$ cat src/rtl/devbus_ctl.sv
// Two-requester controller for the devboard multiplexed address/data bus.
// Runs one ADDR/HOLD/ACCESS/TURN cycle at a time and returns a one-cycle response to the owner.
module devbus_ctl #(
    parameter int WAIT = 2
) (
    input  logic        clk,
    input  logic        rstn,
    input  logic [1:0]  rq_valid,
    output logic [1:0]  rq_ready,
    input  logic [1:0]  rq_we,
    input  logic [1:0]  rq_io,
    input  logic [19:0] rq_addr0,
    input  logic [19:0] rq_addr1,
    input  logic [15:0] rq_wdata0,
    input  logic [15:0] rq_wdata1,
    output logic [1:0]  rsp_valid,
    output logic [15:0] rsp_rdata,
    output logic [3:0]  bus_hi,
    output logic [15:0] bus_lo_o,
    input  logic [15:0] bus_lo_i,
    output logic        bus_lo_oe,
    output logic        ale,
    output logic        oe_n,
    output logic        we_n,
    output logic        pio
);

    typedef enum logic [2:0] {
        IDLE,
        ADDR,
        HOLD,
        ACCESS,
        TURN
    } state_t;

    state_t      state, state_nx;
    logic        owner;
    logic        last_grant;
    logic        we_r;
    logic        io_r;
    logic [19:0] addr_r;
    logic [15:0] wdata_r;
    logic [15:0] rdata_r;
    logic [3:0]  cnt;
    logic        win;
    logic [1:0]  grant;
    logic        accept;

    // On contention the requester that was not served last wins; grant is gated by rstn
    // so nothing is offered while reset is held.
    always_comb begin
        win    = (rq_valid == 2'b11) ? ~last_grant : rq_valid[1];
        grant  = '0;
        if (state == IDLE && rstn)
            grant = rq_valid & (win ? 2'b10 : 2'b01);
        accept   = |grant;
        rq_ready = grant;
    end

    always_ff @(posedge clk or negedge rstn) begin
        if (!rstn)
            state <= IDLE;
        else
            state <= state_nx;
    end

    always_comb begin
        state_nx = state;
        case (state)
            IDLE:    if (accept) state_nx = ADDR;
            ADDR:    state_nx = HOLD;
            HOLD:    state_nx = ACCESS;
            ACCESS:  if (cnt == '0) state_nx = TURN;
            TURN:    state_nx = IDLE;
            default: state_nx = IDLE;
        endcase
    end

    always_ff @(posedge clk or negedge rstn) begin
        if (!rstn) begin
            owner      <= 1'b0;
            last_grant <= 1'b1;
            we_r       <= 1'b0;
            io_r       <= 1'b0;
            addr_r     <= '0;
            wdata_r    <= '0;
            rdata_r    <= '0;
            cnt        <= '0;
        end else begin
            if (accept) begin
                owner      <= win;
                last_grant <= win;
                we_r       <= rq_we[win];
                io_r       <= rq_io[win];
                addr_r     <= win ? rq_addr1 : rq_addr0;
                wdata_r    <= win ? rq_wdata1 : rq_wdata0;
            end
            if (state == HOLD)
                cnt <= 4'(WAIT - 1);
            else if (state == ACCESS && cnt != '0)
                cnt <= cnt - 4'd1;
            if (state == ACCESS && cnt == '0 && !we_r)
                rdata_r <= bus_lo_i;
        end
    end

    // Strobes decode straight from the state register so they only move at state boundaries.
    always_comb begin
        ale       = 1'b0;
        oe_n      = 1'b1;
        we_n      = 1'b1;
        pio       = 1'b0;
        bus_lo_oe = 1'b0;
        bus_lo_o  = '0;
        rsp_valid = '0;
        bus_hi    = addr_r[19:16];
        rsp_rdata = rdata_r;
        case (state)
            ADDR: begin
                ale       = 1'b1;
                pio       = io_r;
                bus_lo_oe = 1'b1;
                bus_lo_o  = addr_r[15:0];
            end
            HOLD: begin
                pio       = io_r;
                bus_lo_oe = we_r;
                bus_lo_o  = we_r ? wdata_r : addr_r[15:0];
            end
            ACCESS: begin
                pio       = io_r;
                oe_n      = 1'b0;
                we_n      = ~we_r;
                bus_lo_oe = we_r;
                bus_lo_o  = wdata_r;
            end
            TURN: begin
                pio       = io_r;
                bus_lo_oe = we_r;
                bus_lo_o  = wdata_r;
                rsp_valid = owner ? 2'b10 : 2'b01;
            end
            default: ;
        endcase
    end

endmodule

$ cat config.mk
export PLATFORM = sky130hd
export DESIGN_NAME = devbus_ctl
export DESIGN_NICKNAME = d
export VERILOG_FILES = /design/src/rtl/devbus_ctl.sv
export SDC_FILE = /design/constraint.sdc
export NUM_CORES = 1
export LEC_CHECK = 0
export ABC_AREA = 1
export CORE_MARGIN = 2
export CORE_UTILIZATION = 55
export DETAILED_ROUTE_END_ITERATION = 8
export DONT_BUFFER_PORTS = 1
export PLACE_DENSITY_LB_ADDON = 0.2
export SYNTH_ARGS = -nofsm -noshare
export SYNTH_HDL_FRONTEND = slang
export SYNTH_SLANG_ARGS = --single-unit
$ cat constraint.sdc
create_clock -name clk -period 2.3 [get_ports clk]
set_input_delay 0.69 -clock clk [delete_from_list [all_inputs] [get_ports clk]]
set_output_delay 0.69 -clock clk [all_outputs]
set_load 0.02 [all_outputs]
# Word level (Yosys, flattened, before mapping)
# Cells that the tools add are included.
dict set report word_totals {
  regBits 63
  output_inout_bits 45
}
dict set report op_classes {
  n_addsub 1
  magnitude_cmp 1
  eq_ne 7
  muxes 23
  n_bitwise 3
  reduce_logical 14
}
# op n
set op_table {}
lappend op_table {{one-hot mux 16 bit (3 select lines)} 1}
lappend op_table {{2-to-1 mux 16 bit} 2}
lappend op_table {{2-to-1 mux 20 bit} 1}
lappend op_table {{one-hot mux 3 bit (4 select lines)} 1}
lappend op_table {{2-to-1 mux 1 bit} 9}
lappend op_table {{2-to-1 mux 2 bit} 4}
lappend op_table {{2-to-1 mux 4 bit} 2}
lappend op_table {{equality test 3 x 2 -> 1 bit (second input constant)} 2}
lappend op_table {{2-to-1 mux 3 bit} 2}
lappend op_table {{logical AND 1 bit} 4}
lappend op_table {{zero test 4 bit} 1}
lappend op_table {{inequality test 2 bit (second input constant)} 2}
lappend op_table {{nonzero test 4 bit} 1}
lappend op_table {{OR reduction 2 bit} 2}
lappend op_table {{OR reduction 4 bit} 1}
lappend op_table {{subtractor 4 x 1 -> 4 bit (second input constant)} 1}
lappend op_table {{equality test 3 x 1 -> 1 bit (second input constant)} 1}
lappend op_table {{equality test 3 bit (second input constant)} 1}
lappend op_table {{zero test 3 bit} 1}
lappend op_table {{OR reduction 3 bit} 1}
lappend op_table {{bitwise AND 2 bit} 1}
lappend op_table {{equality test 2 bit (second input constant)} 1}
lappend op_table {{less-than comparator 1 x 2 -> 1 bit (second input constant)} 1}
lappend op_table {{NOT 1 bit} 2}
lappend op_table {{other kinds (4)} 4}

# Depth between registers and ports, before layout
dict set report depth {
  depth_word 8
  depth_mapped 8
}

# Worst setup path after synthesis
# No wires, ideal clock.
dict set report synth_timing {
  path_kind {input to output}
  start {input rq_valid[0]}
  end {output rq_ready[0]}
  arrival_time_ps 1576
  setup_slack_ps 34
  cell_stages 5
  cell_sequence {nand2_1 > nand2_2 > inv_2 > clkbuf_1 > nor3_1}
}
dict set report synth_via {
  elab_chain_len 5
}
# element line_no
set synth_lines {}
lappend synth_lines {{start: declaration} 8} ;# input logic [1:0] rq_valid,
lappend synth_lines {{equality test 2 bit} 52} ;# win = (rq_valid == 2'b11) ? ~last_grant : rq_valid[1];
lappend synth_lines {{2-to-1 mux 1 bit} 52}
lappend synth_lines {{2-to-1 mux 2 bit} 55} ;# grant = rq_valid & (win ? 2'b10 : 2'b01);
lappend synth_lines {{bitwise AND 2 bit *} 55}
lappend synth_lines {{2-to-1 mux 2 bit *} 54} ;# if (state == IDLE && rstn)
lappend synth_lines {{end: declaration} 9} ;# output logic [1:0] rq_ready,
# Every way passes the cells marked *; elsewhere a longest branch is shown, timed or not.

# Worst setup path after layout
dict set report layout_timing {
  start {register state[2]}
  end {output bus_lo_o[9]}
}
dict set report layout_via {
  elab_chain_len 3
}
# element line_no
set layout_lines {}
lappend layout_lines {{start: declaration} 36} ;# state_t state, state_nx;
lappend layout_lines {{start signal: assignment} 64} ;# state <= state_nx;
lappend layout_lines {{equality test 3 x 2 -> 1 bit or equality test 3 bit (tied branches)} 118} ;# case (state)
lappend layout_lines {{OR reduction 2 bit (no line)} --}
lappend layout_lines {{one-hot mux 16 bit (3 select lines) *} 118}
lappend layout_lines {{end: declaration} 19} ;# output logic [15:0] bus_lo_o,
# Marked as above.

==> metrics <==
initial DRC count=194; Slew headroom=around 73%; RR Startpoint=state[2]; WL final=8.679 mm; VDD IR-drop max=about 700 uV; crit-path max cell delay=between 0.4 and 0.5 ns; via/cell ratio=around 5.3; Synth cell types=29; GP Congestion=0.8751; Die Area=approximately 6800 um2; WHS=~0.021 ns; Tot Pwr=between 6000 and 7000 uW; first-pass GRT wire length=13.19 mm; Top-Level Pins=between 100 and 150; Synth top cells by count=312 x nand2_1, 62 x dfrtp_1, 21 x nand3_1, 15 x o21ai_0, 12 x inv_1; number of synthesized flops with an enable pin=0; YS warnings=0; total track usage=about a quarter; P&R area growth vs syn=21.51%; Chip Width=between 80 and 90 um; Syn Inst Count=485; switching share of power=approximately half; cell with the most instances after synthesis=nand2_1; Reg2Reg Setup Slack=about 0.60 ns; Synth Area per Inst=a little under 7 um2; CP Capture Type=output port; Worst Path Max Fanout=8; Switch Pwr=2960 uW; # H-tree levels=3; later-pin clock latency in the skew report=0.35 ns; Num Clock Sinks=63; CTS Buf Count=9; minimum clock period=between 2 and 2.5 ns; period utilisation layout=103.7%; Final Non-Filler Cells=~580; CP required=between 1.5 and 2 ns; largest net degree at the start of global routing=65; Flop pwr share=between 30% and 40%; area leader, netlist=dfrtp_1; P_int=3200 uW; Worst R2R End=rsp_rdata[2]; critical path class=reg -> out; CTS Hold Bufs=0; vias=between 3k and 4k; failing checks=setup timing; vias in the first global route=approximately 2.8k; ys async rst share=100.0%; DP HPWL=around 5.5 mm; Seq/Total Area, Yosys=46.84%; Post-synth top flop=dfrtp_1; # rows=28; wire per inst=between 10 and 15 um; max-cap violations=0; clock power share=15.3%; CORE AREA=approximately 5900 um2; Worst EP arrival=~1.7 ns; antenna viol nets, final=0; RSZ-0062 raised after global routing=true; Starting Density=56.89%; Synth top area share=about 46%; endpoints failing hold=0; Final WS setup=-0.08403 ns; endpoints failing setup=18; Synth Net Count=between 500 and 600; Synth Register Bits=63; critical-path cell list=nor2_4 -> nand2_4 -> buf_6 -> nor2_4 -> buf_12 -> o21ai_4 -> nand2_4; drt first pass iters=4; initial antenna violation count=0; Worst Setup EP=bus_lo_o[9]; layout cells sized above 1=21.43%; nets=between 500 and 600; outcome=complete, but fails checks; P per Cell Area=~1500 nW/um2; Peak Freq=about 0.42 GHz; ant diodes=0; P_leak=about 0.0022 uW; Crit. Startpoint=state[2]; remaining routing DRC violations=0; worst-margin pin slew=between 0.4 and 0.5 ns; maximum clock path buffer count=2; Setup WS pre-CTS=-0.01698 ns; clock skew=0.01213 ns; slowest library cell on the worst path=dfrtp_2; root buf cell=clkbuf_8; synthesized area=~3400 um2; crit start category=register; GRT overflow=0; die height=a little over 80 um; number of port buffers=0; Clock Pin Slew Worst Setup and Hold Paths=0.08 ns; setup_tns=-1.136 ns; combinational share of power=between 40% and 50%; max-slew violations=0; CTS tree=done; Layout fillers=~490; depth of the most critical reg-to-reg path=8; synth top area cells=dfrtp_1 46%, nand2_1 35%, nand3_1 3.1%; # placed instances=roughly 550; worst hold-check path type=in -> async
-- how the worst min path moves through the flow --
| stage | cells past startpoint | to |
|---|---|---|
| after floorplan | 0 | addr_r[0] |
| after global placement | 0 | rsp_rdata[7] |
| after detailed placement | 0 | rsp_rdata[8] |
| after CTS | 0 | rsp_rdata[8] |
| after global routing | 0 | rsp_rdata[8] |
| final | 0 | wdata_r[7] |
-- cells by family (layout without fill, tap and decap cells) --
group | after synthesis | after routing | share of synthesized area, %
buffers and inverters | 42 | 59 | 6.389
adders and majority gates | 2 | 2 | 0.7428
and+or+nand+nor | 354 | 355 | 42.05
AOI/OAI and AO/OA | 24 | 25 | 3.975
DFF | 63 | 63 | 46.84
-- state kept, by name, summed over array words and instances, names as in the netlist --
| signal | count |
|---|---|
| state | 3 |
| cnt | 4 |
| wdata_r | 16 |
| io_r | 1 |
| addr_r | 20 |
| last_grant | 1 |
| we_r | 1 |
| owner | 1 |
| rsp_rdata | 16 |
-- layout by cell type, fill, tap and decap left out, types with 3 or more instances in the layout --
cell type / count
dfrtp_2: 3
buf_12: 4
nand3_1: 20
nor2_4: 3
nand2_1: 291
dfrtp_1: 59
nor2_1: 7
o21ai_2: 6
buf_6: 3
clkbuf_8: 13
o21ai_4: 13
nand2_2: 11
nand2_4: 15
inv_1: 10
inv_2: 6
buf_4: 20
-- final cells by class --
cell class / instances / area (um2) / area share (%)
clock inverter: 2 / 12.51 / 0.3057
timing repair buffer: 27 / 264.0 / 6.451
tap: 75 / 93.84 / 2.293
clock buffer: 14 / 182.7 / 4.463
inverter: 16 / 60.06 / 1.467
sequential: 63 / 1582 / 38.64
multi-input combinational: 382 / 1898 / 46.38
-- critical path, delay by kind of cell (launching register included) --
family | cells | cell delay (ns)
AND/OR/NAND/NOR | 4 | 0.51
buffers and inverters | 2 | 0.33
flip-flops | 1 | 0.45
AO/OA/AOI/OAI | 1 | 0.07
-- routing by layer --
layer  wire length, um  up-vias  part of all wire (%)  global-route usage [%]
met5                 0        -                     0                       0
met1              3667     1415                    42                   34.46
li1                  -     1510                     -                       -
met4               177        0                   2.0                   12.17
met2              4085      143                    47                   41.77
met3               749       13                   8.6                   5.217
-- timing repair --
action,CTS,global route
gates resized for setup,50,46
buffers inserted,10,4
gates cloned,3,0
endpoints found under the setup margin,18,20
pin swaps,21,26
-- power groups by stage --
| stage | Combinational, uW | Clock (uW) | Sequential [uW] |
|---|---|---|---|
| 4_1_cts | 2560 | 947 | 2200 |
| 6_report | 2960 | 943 | 2260 |
| 3_5_place_dp | 2120 | 0 | 2190 |
| 2_1_floorplan | 1790 | 0 | 2050 |
| 5_1_grt | 3260 | 1010 | 2330 |
| 3_3_place_gp | 2030 | 0 | 2180 |
-- stage by stage --
step / utilization (%) / cell area [um2]
after global placement: 57.84 / 3425
after floorplan: - / 3368
after CTS: 64.69 / 3830
after global routing: 69.13 / 4093
after detailed placement: 57.84 / 3425
final: 69.13 / 4093
No activity file was read; power rests on OpenSTA's default activity.
